<file path="src/rtl/vx_issue_dist_pkg.sv">
// Shared helpers for mapping warps onto issue slices.
// Global wid = local wid * ISSUE_WIDTH + slice index.
package vx_issue_dist_pkg;

   function automatic int unsigned wid_to_isw(int unsigned wid, int unsigned issue_width);
      return wid % issue_width;
   endfunction

   function automatic int unsigned wid_to_wis(int unsigned wid, int unsigned issue_width);
      return wid / issue_width;
   endfunction

   function automatic int unsigned isw_wis_to_wid(int unsigned isw, int unsigned wis,
                                                  int unsigned issue_width);
      return wis * issue_width + isw;
   endfunction

endpackage

</file>
<file path="src/rtl/vx_issue_dist_fifo.sv">
// Single-slice elastic FIFO; pointers carry a wrap bit to separate full from empty.
module vx_issue_dist_fifo #(
   parameter int unsigned WIDTH = 8,
   parameter int unsigned DEPTH = 4
) (
   input  logic             clk_i,
   input  logic             rst_ni,
   input  logic             push_i,
   input  logic [WIDTH-1:0] din_i,
   input  logic             pop_i,
   output logic [WIDTH-1:0] dout_o,
   output logic             full_o,
   output logic             empty_o
);
   localparam int unsigned AW = $clog2(DEPTH);

   logic [WIDTH-1:0] mem_q [DEPTH];
   logic [AW:0]      wr_ptr_q, wr_ptr_d;
   logic [AW:0]      rd_ptr_q, rd_ptr_d;
   logic             do_push, do_pop;

   always_comb begin
      empty_o  = (wr_ptr_q == rd_ptr_q);
      full_o   = (wr_ptr_q == {~rd_ptr_q[AW], rd_ptr_q[AW-1:0]});
      do_push  = push_i && !full_o;
      do_pop   = pop_i && !empty_o;
      wr_ptr_d = wr_ptr_q + (AW+1)'(do_push);
      rd_ptr_d = rd_ptr_q + (AW+1)'(do_pop);
      // Empty slot reads as zero so the head is clean after reset.
      dout_o   = empty_o ? '0 : mem_q[rd_ptr_q[AW-1:0]];
   end

   always_ff @(posedge clk_i or negedge rst_ni) begin
      if (!rst_ni) begin
         wr_ptr_q <= '0;
         rd_ptr_q <= '0;
      end else begin
         wr_ptr_q <= wr_ptr_d;
         rd_ptr_q <= rd_ptr_d;
      end
   end

   always_ff @(posedge clk_i) begin
      if (do_push) mem_q[wr_ptr_q[AW-1:0]] <= din_i;
   end

endmodule

</file>
<file path="src/rtl/vx_issue_dist.sv">
// Decode-to-issue distributor: steers entries to per-slice FIFOs by wid,
// caps per-warp occupancy, and reports ibuf pops and per-slice stalls.
module vx_issue_dist
   import vx_issue_dist_pkg::*;
#(
   parameter int unsigned ISSUE_WIDTH = 1,
   parameter int unsigned NUM_WARPS   = 4,
   parameter int unsigned DATAW       = 128,
   parameter int unsigned FIFO_DEPTH  = 4,
   parameter int unsigned WARP_MAX    = 2,
   parameter int unsigned PERF_W      = 16,
   localparam int unsigned WID_W      = (NUM_WARPS > 1) ? $clog2(NUM_WARPS) : 1,
   localparam int unsigned PER_WARPS  = NUM_WARPS / ISSUE_WIDTH,
   localparam int unsigned WIS_W      = (PER_WARPS > 1) ? $clog2(PER_WARPS) : 1
) (
   input  logic                          clk,
   input  logic                          reset_n,
   input  logic                          in_valid,
   input  logic [WID_W-1:0]              in_wid,
   input  logic [DATAW-1:0]              in_data,
   output logic                          in_ready,
   output logic [ISSUE_WIDTH-1:0]        out_valid,
   output logic [ISSUE_WIDTH*WIS_W-1:0]  out_wid,
   output logic [ISSUE_WIDTH*DATAW-1:0]  out_data,
   input  logic [ISSUE_WIDTH-1:0]        out_ready,
   output logic [NUM_WARPS-1:0]          ibuf_pop,
   output logic [ISSUE_WIDTH*PERF_W-1:0] stall_cnt
);
   localparam int unsigned ISW_W = (ISSUE_WIDTH > 1) ? $clog2(ISSUE_WIDTH) : 1;
   localparam int unsigned CNT_W = $clog2(WARP_MAX + 1);
   localparam int unsigned ENT_W = DATAW + WIS_W;

   logic [ISSUE_WIDTH-1:0] full, empty, push, pop;
   logic [ENT_W-1:0]       head [ISSUE_WIDTH];
   logic [ISW_W-1:0]       in_isw;
   logic [WIS_W-1:0]       in_wis;
   logic [NUM_WARPS-1:0]   cnt_inc;
   logic [CNT_W-1:0]       warp_cnt_q [NUM_WARPS];
   logic [CNT_W-1:0]       warp_cnt_d [NUM_WARPS];
   logic [PERF_W-1:0]      stall_q [ISSUE_WIDTH];
   logic [PERF_W-1:0]      stall_d [ISSUE_WIDTH];

   always_comb begin
      in_isw   = ISW_W'(wid_to_isw(32'(in_wid), ISSUE_WIDTH));
      in_wis   = WIS_W'(wid_to_wis(32'(in_wid), ISSUE_WIDTH));
      in_ready = !full[in_isw] && (warp_cnt_q[in_wid] < CNT_W'(WARP_MAX));
      ibuf_pop = '0;
      for (int unsigned k = 0; k < ISSUE_WIDTH; k++) begin
         push[k] = in_valid && in_ready && (in_isw == ISW_W'(k));
         pop[k]  = !empty[k] && out_ready[k];
         if (pop[k])
            ibuf_pop[WID_W'(isw_wis_to_wid(k, 32'(head[k][ENT_W-1 -: WIS_W]), ISSUE_WIDTH))] = 1'b1;
         out_valid[k]                   = !empty[k];
         out_wid[k*WIS_W +: WIS_W]      = head[k][ENT_W-1 -: WIS_W];
         out_data[k*DATAW +: DATAW]     = head[k][DATAW-1:0];
         stall_cnt[k*PERF_W +: PERF_W]  = stall_q[k];
         stall_d[k] = stall_q[k];
         if (in_valid && !in_ready && (in_isw == ISW_W'(k)) && (stall_q[k] != '1))
            stall_d[k] = stall_q[k] + PERF_W'(1);
      end
      // Simultaneous push and pop of one warp cancel out.
      for (int unsigned w = 0; w < NUM_WARPS; w++) begin
         cnt_inc[w]    = in_valid && in_ready && (in_wid == WID_W'(w));
         warp_cnt_d[w] = warp_cnt_q[w];
         if (cnt_inc[w] && !ibuf_pop[w])
            warp_cnt_d[w] = warp_cnt_q[w] + CNT_W'(1);
         else if (!cnt_inc[w] && ibuf_pop[w])
            warp_cnt_d[w] = warp_cnt_q[w] - CNT_W'(1);
      end
   end

   always_ff @(posedge clk or negedge reset_n) begin
      if (!reset_n) begin
         for (int unsigned w = 0; w < NUM_WARPS; w++) warp_cnt_q[w] <= '0;
         for (int unsigned k = 0; k < ISSUE_WIDTH; k++) stall_q[k] <= '0;
      end else begin
         for (int unsigned w = 0; w < NUM_WARPS; w++) warp_cnt_q[w] <= warp_cnt_d[w];
         for (int unsigned k = 0; k < ISSUE_WIDTH; k++) stall_q[k] <= stall_d[k];
      end
   end

   for (genvar k = 0; k < ISSUE_WIDTH; k++) begin : g_slice
      vx_issue_dist_fifo #(
         .WIDTH (ENT_W),
         .DEPTH (FIFO_DEPTH)
      ) u_fifo (
         .clk_i   (clk),
         .rst_ni  (reset_n),
         .push_i  (push[k]),
         .din_i   ({in_wis, in_data}),
         .pop_i   (pop[k]),
         .dout_o  (head[k]),
         .full_o  (full[k]),
         .empty_o (empty[k])
      );
   end

   for (genvar w = 0; w < NUM_WARPS; w++) begin : g_chk
      a_no_underflow : assert property (@(posedge clk) disable iff (!reset_n)
         !(ibuf_pop[w] && !cnt_inc[w] && (warp_cnt_q[w] == '0)));
   end

endmodule

</file>
<file path="config.mk">
export PLATFORM = sky130hd
export DESIGN_NAME = vx_issue_dist
export DESIGN_NICKNAME = d
export VERILOG_FILES = /design/src/rtl/vx_issue_dist_pkg.sv /design/src/rtl/vx_issue_dist_fifo.sv /design/src/rtl/vx_issue_dist.sv
export SDC_FILE = /design/constraint.sdc
export NUM_CORES = 1
export LEC_CHECK = 0
export BUFFER_PORTS_ARGS = -buffer_cell sky130_fd_sc_hd__buf_2
export CORE_ASPECT_RATIO = 2
export CORE_MARGIN = 4
export CORE_UTILIZATION = 52
export CTS_BUF_LIST = sky130_fd_sc_hd__clkbuf_16
export CTS_CLUSTER_SIZE = 25
export DETAILED_ROUTE_END_ITERATION = 10
export GPL_TIMING_DRIVEN = 0
export PLACE_DENSITY = 0.76
export SETUP_SLACK_MARGIN = 0.5
export SLEW_MARGIN = 20
export SYNTH_ARGS = -nofsm -noshare
export SYNTH_HDL_FRONTEND = slang
export SYNTH_SLANG_ARGS = --single-unit
</file>
<file path="constraint.sdc">
create_clock -name clk -period 10.8 [get_ports clk]
set_input_delay 2.16 -clock clk [delete_from_list [all_inputs] [get_ports clk]]
set_output_delay 2.16 -clock clk [all_outputs]
set_load 0.005 [all_outputs]
</file>
==> results.py <==
metrics = {
    "route": {
        "ant_nets": 0,
        "drc_errors": 0,
        "dr.first_iter.drc_count": 520,
        "post_drt_wl_per_cell_um": 23.2,
        "first_pass_iters": 5,
        "wl_um": 44300,
        "routed_via_density": 5.53,
        "vias": 10600,
    },
    "global_route": {
        "grt_start_max_net_pins": 42,
        "antenna_found_initial": 14,
        "grt_pass1_vias": 11600,
        "grt_pass1_wl_um": 68100,
        "grt_usage": 0.205,
        "grt-ovfl-total": 0,
    },
    "finish": {
        "multi_input_area_um2": 4670,
        "drive_above_1_share": 0.409,
        "nFillCells": 2757,
        "synthToLayoutAreaGrowth_pct": 20.5,
        "fin_cells": 1910,
        "fin_nets": 1480,
        "seqCellArea_um2": 16400,
        "post-route-util": 0.633,
    },
    "pwr": {
        "p_total_mw": 7.18,
        "power_switching_mw": 2.16,
        "comb_power_share": 0.360,
        "power.share.clock": 0.244,
        "swShare": 0.300,
        "intPower_mw": 5.02,
        "pwr-share-seq": 0.396,
        "p_leak_nw": 9.00,
        "p_per_area_nw_per_um2": 281,
        "vdd_drop_max_mv": 0.252,
    },
    "place": {
        "gp_congestion": 0.766,
        "dp_hpwl_um": 30800,
        "dp_cells": 1817,
        "dp_worst_setup_slack_ns": 5.06,
        "io_buffer_count": 285,
    },
    "synthesis": {
        "netlist_area_um2": 21200,
        "synth_most_common_cell": "edfxtp_1",
        "synth_edf_count": 520,
        "synth_fp_nets": 1109,
        "synth_flop_cell": "edfxtp_1",
        "syn_inst": 966,
        "synth_largest_area_cell": "edfxtp_1",
        "yosysWarnings": 0,
        "synth_area_leaders": "edfxtp_1 74%, mux4_2 14%, and2_1 3.9%",
        "synthTopCellsByCount": "520 x edfxtp_1, 133 x and2_1, 131 x mux4_2",
        "synthArstFlopShare": 0.0545,
        "yosysSeqAreaShare": 0.772,
        "synth.distinct_cells": 39,
        "yosysTopAreaCellShare": 0.736,
        "synth-seq-cells": 550,
        "avgSynthCellArea_um2": 22.0,
    },
    "timing": {
        "worst_slew_pin_slew_ns": 0.835,
        "fin_ws_ns": 5.07,
        "rsz0062_at_grt": "false",
        "min_period_ns": 5.73,
        "hold_viol_final": 0,
        "relSlewSlack": 0.443,
        "fmax_mhz": 174,
        "finClkSkew_ns": 0.00957,
        "finalSetupViolCount": 0,
        "slew_viol_final": 0,
        "holdWs_ns": 0.482,
        "min_period_over_period": 0.531,
    },
    "clock_tree": {
        "clkSinkCount": 550,
        "numCtsBuffers": 48,
        "cts_tree": "built",
        "cts_root_buf": "clkbuf_16",
        "clkTransAtPathRegs_ns": 0.07,
        "clk_latency_ns": 0.56,
        "cts_resized": 0,
        "hold_buffers": 0,
        "cts_setup_buffers": 0,
        "htree_levels": 2,
        "ctsLongestPathBuffers": 3,
    },
    "floorplanning": {
        "die_w_um": 151,
        "start_util": 0.526,
        "core_area_um2": 40300,
        "io_pins": 286,
        "die_area_um2": 44300,
        "rows": 104,
        "die_h_um": 294,
    },
    "worst_setup_path": {
        "crit_slowest_cell": "mux4_2",
        "worstPathMaxFanout": 10,
        "cp_common_cell": "buf_2",
        "cp.required_ns": 8.64,
        "cp-end-kind": "primary output",
        "slowest_delay_ns": 0.57,
        "cp-start-kind": "primary input",
        "cp.arrival_ns": 3.57,
        "cp_cell_sequence": "buf_2 -> mux4_2 -> a31oi_4 -> buf_6 -> buf_2",
        "worstSetupPathType": "primary input to primary output",
    },
    "outcome": {
        "outcome": "finished clean",
    },
    "min_path": {
        "worstHoldPathType": "register to register",
    },
    "flow_run": {
        "cap_violations": 0,
    },
}
-- cell usage in the layout (no fill, tap or decap), drive strengths merged, types with 8 or more instances in the layout --
master | Yosys | layout
ha | 9 | 9
dfrtp | 30 | 30
clkinv | 0 | 13
xor2 | 24 | 24
mux4 | 131 | 131
inv | 2 | 8
bufinv | 0 | 8
nand3 | 9 | 9
diode | 0 | 10
and2 | 133 | 133
edfxtp | 520 | 520
clkbuf | 26 | 75
buf | 19 | 340
-- cell families (layout without fill, tap and decap cells) --
group                      count (synthesis)  in the layout  synth area share
muxes                                    134            134             0.141
adders and majority gates                  9              9           0.00531
buffers and inverters                     47            451            0.0101
AOI/OAI and AO/OA                          4              4           0.00295
xor gates and xnor gates                  30             30            0.0124
DFF                                      550            550             0.772
and+or+nand+nor                          192            192            0.0568
other                                      0             10                 0
-- power by group through the flow --
| stage | Combinational, mW | Sequential [mW] | Clock (mW) |
|---|---|---|---|
| after global placement | 2.49 | 2.97 | 0 |
| after global routing | 2.83 | 2.87 | 1.88 |
| final | 2.58 | 2.84 | 1.75 |
| after detailed placement | 2.63 | 2.89 | 0 |
| after floorplan | 1.49 | 2.91 | 0 |
| after CTS | 2.66 | 2.84 | 1.79 |
-- through the flow --
step	area, um2	TNS [ns]
2_1_floorplan	21200	0
3_3_place_gp	23300	-939.10
3_5_place_dp	23900	0
4_1_cts	25500	0
5_1_grt	25500	0
6_report	25600	0
-- worst max-delay path: cells and delay by family --
| family | cells | cell delay [ns] |
|---|---|---|
| muxes | 1 | 0.57 |
| buffers and inverters | 3 | 0.51 |
| AOI/OAI and AO/OA | 1 | 0.33 |
-- area by class of cell --
| cell class | instances | share of cell area |
|---|---|---|
| inverters | 2 | 0.000294 |
| clock inverters | 34 | 0.0154 |
| plain buffers | 45 | 0.00808 |
| clock buffers | 49 | 0.0480 |
| flip-flops and latches | 550 | 0.640 |
| multi-input cells | 369 | 0.183 |
| diodes | 10 | 0.000979 |
| well taps | 530 | 0.0259 |
| repair buffers | 321 | 0.0782 |
-- per-layer routing --
metal,vias to the layer above,track usage,routed length [um]
li1,4682,-,-
met1,5431,0.238,15300
met2,354,0.372,24900
met3,84,0.0398,2640
met4,8,0.0746,1500
met5,-,0,46
-- sequential cells by signal, indices dropped and copies added (netlist names) --
register                 count
g_slice.u_fifo.wr_ptr_q      3
g_slice.u_fifo.mem_q       520
g_slice.u_fifo.rd_ptr_q      3
warp_cnt_q                   8
stall_cnt                   16
-- path summary, 6_finish.rpt --
path / start / end / slack (ns) / cells past startpoint
worst min-delay path: warp_cnt_q[7]$_DFFE_PN0P_ / warp_cnt_q[7]$_DFFE_PN0P_ / 0.48 / 1
worst min register to register: warp_cnt_q[7]$_DFFE_PN0P_ / warp_cnt_q[7]$_DFFE_PN0P_ / 0.48 / 1
worst max register to register: warp_cnt_q[1]$_DFFE_PN0P_ / g_slice[0].u_fifo.mem_q[2][88]$_DFFE_PP_ / 7.55 / 8
max in group asynchronous: reset_n / stall_cnt[4]$_DFFE_PN0P_ / 8.71 / 1
min in group asynchronous: reset_n / warp_cnt_q[6]$_DFFE_PN0P_ / 1.64 / 1
worst max-delay path: in_wid[0] / in_ready / 5.07 / 5
Power figures use the tool's default switching activity.
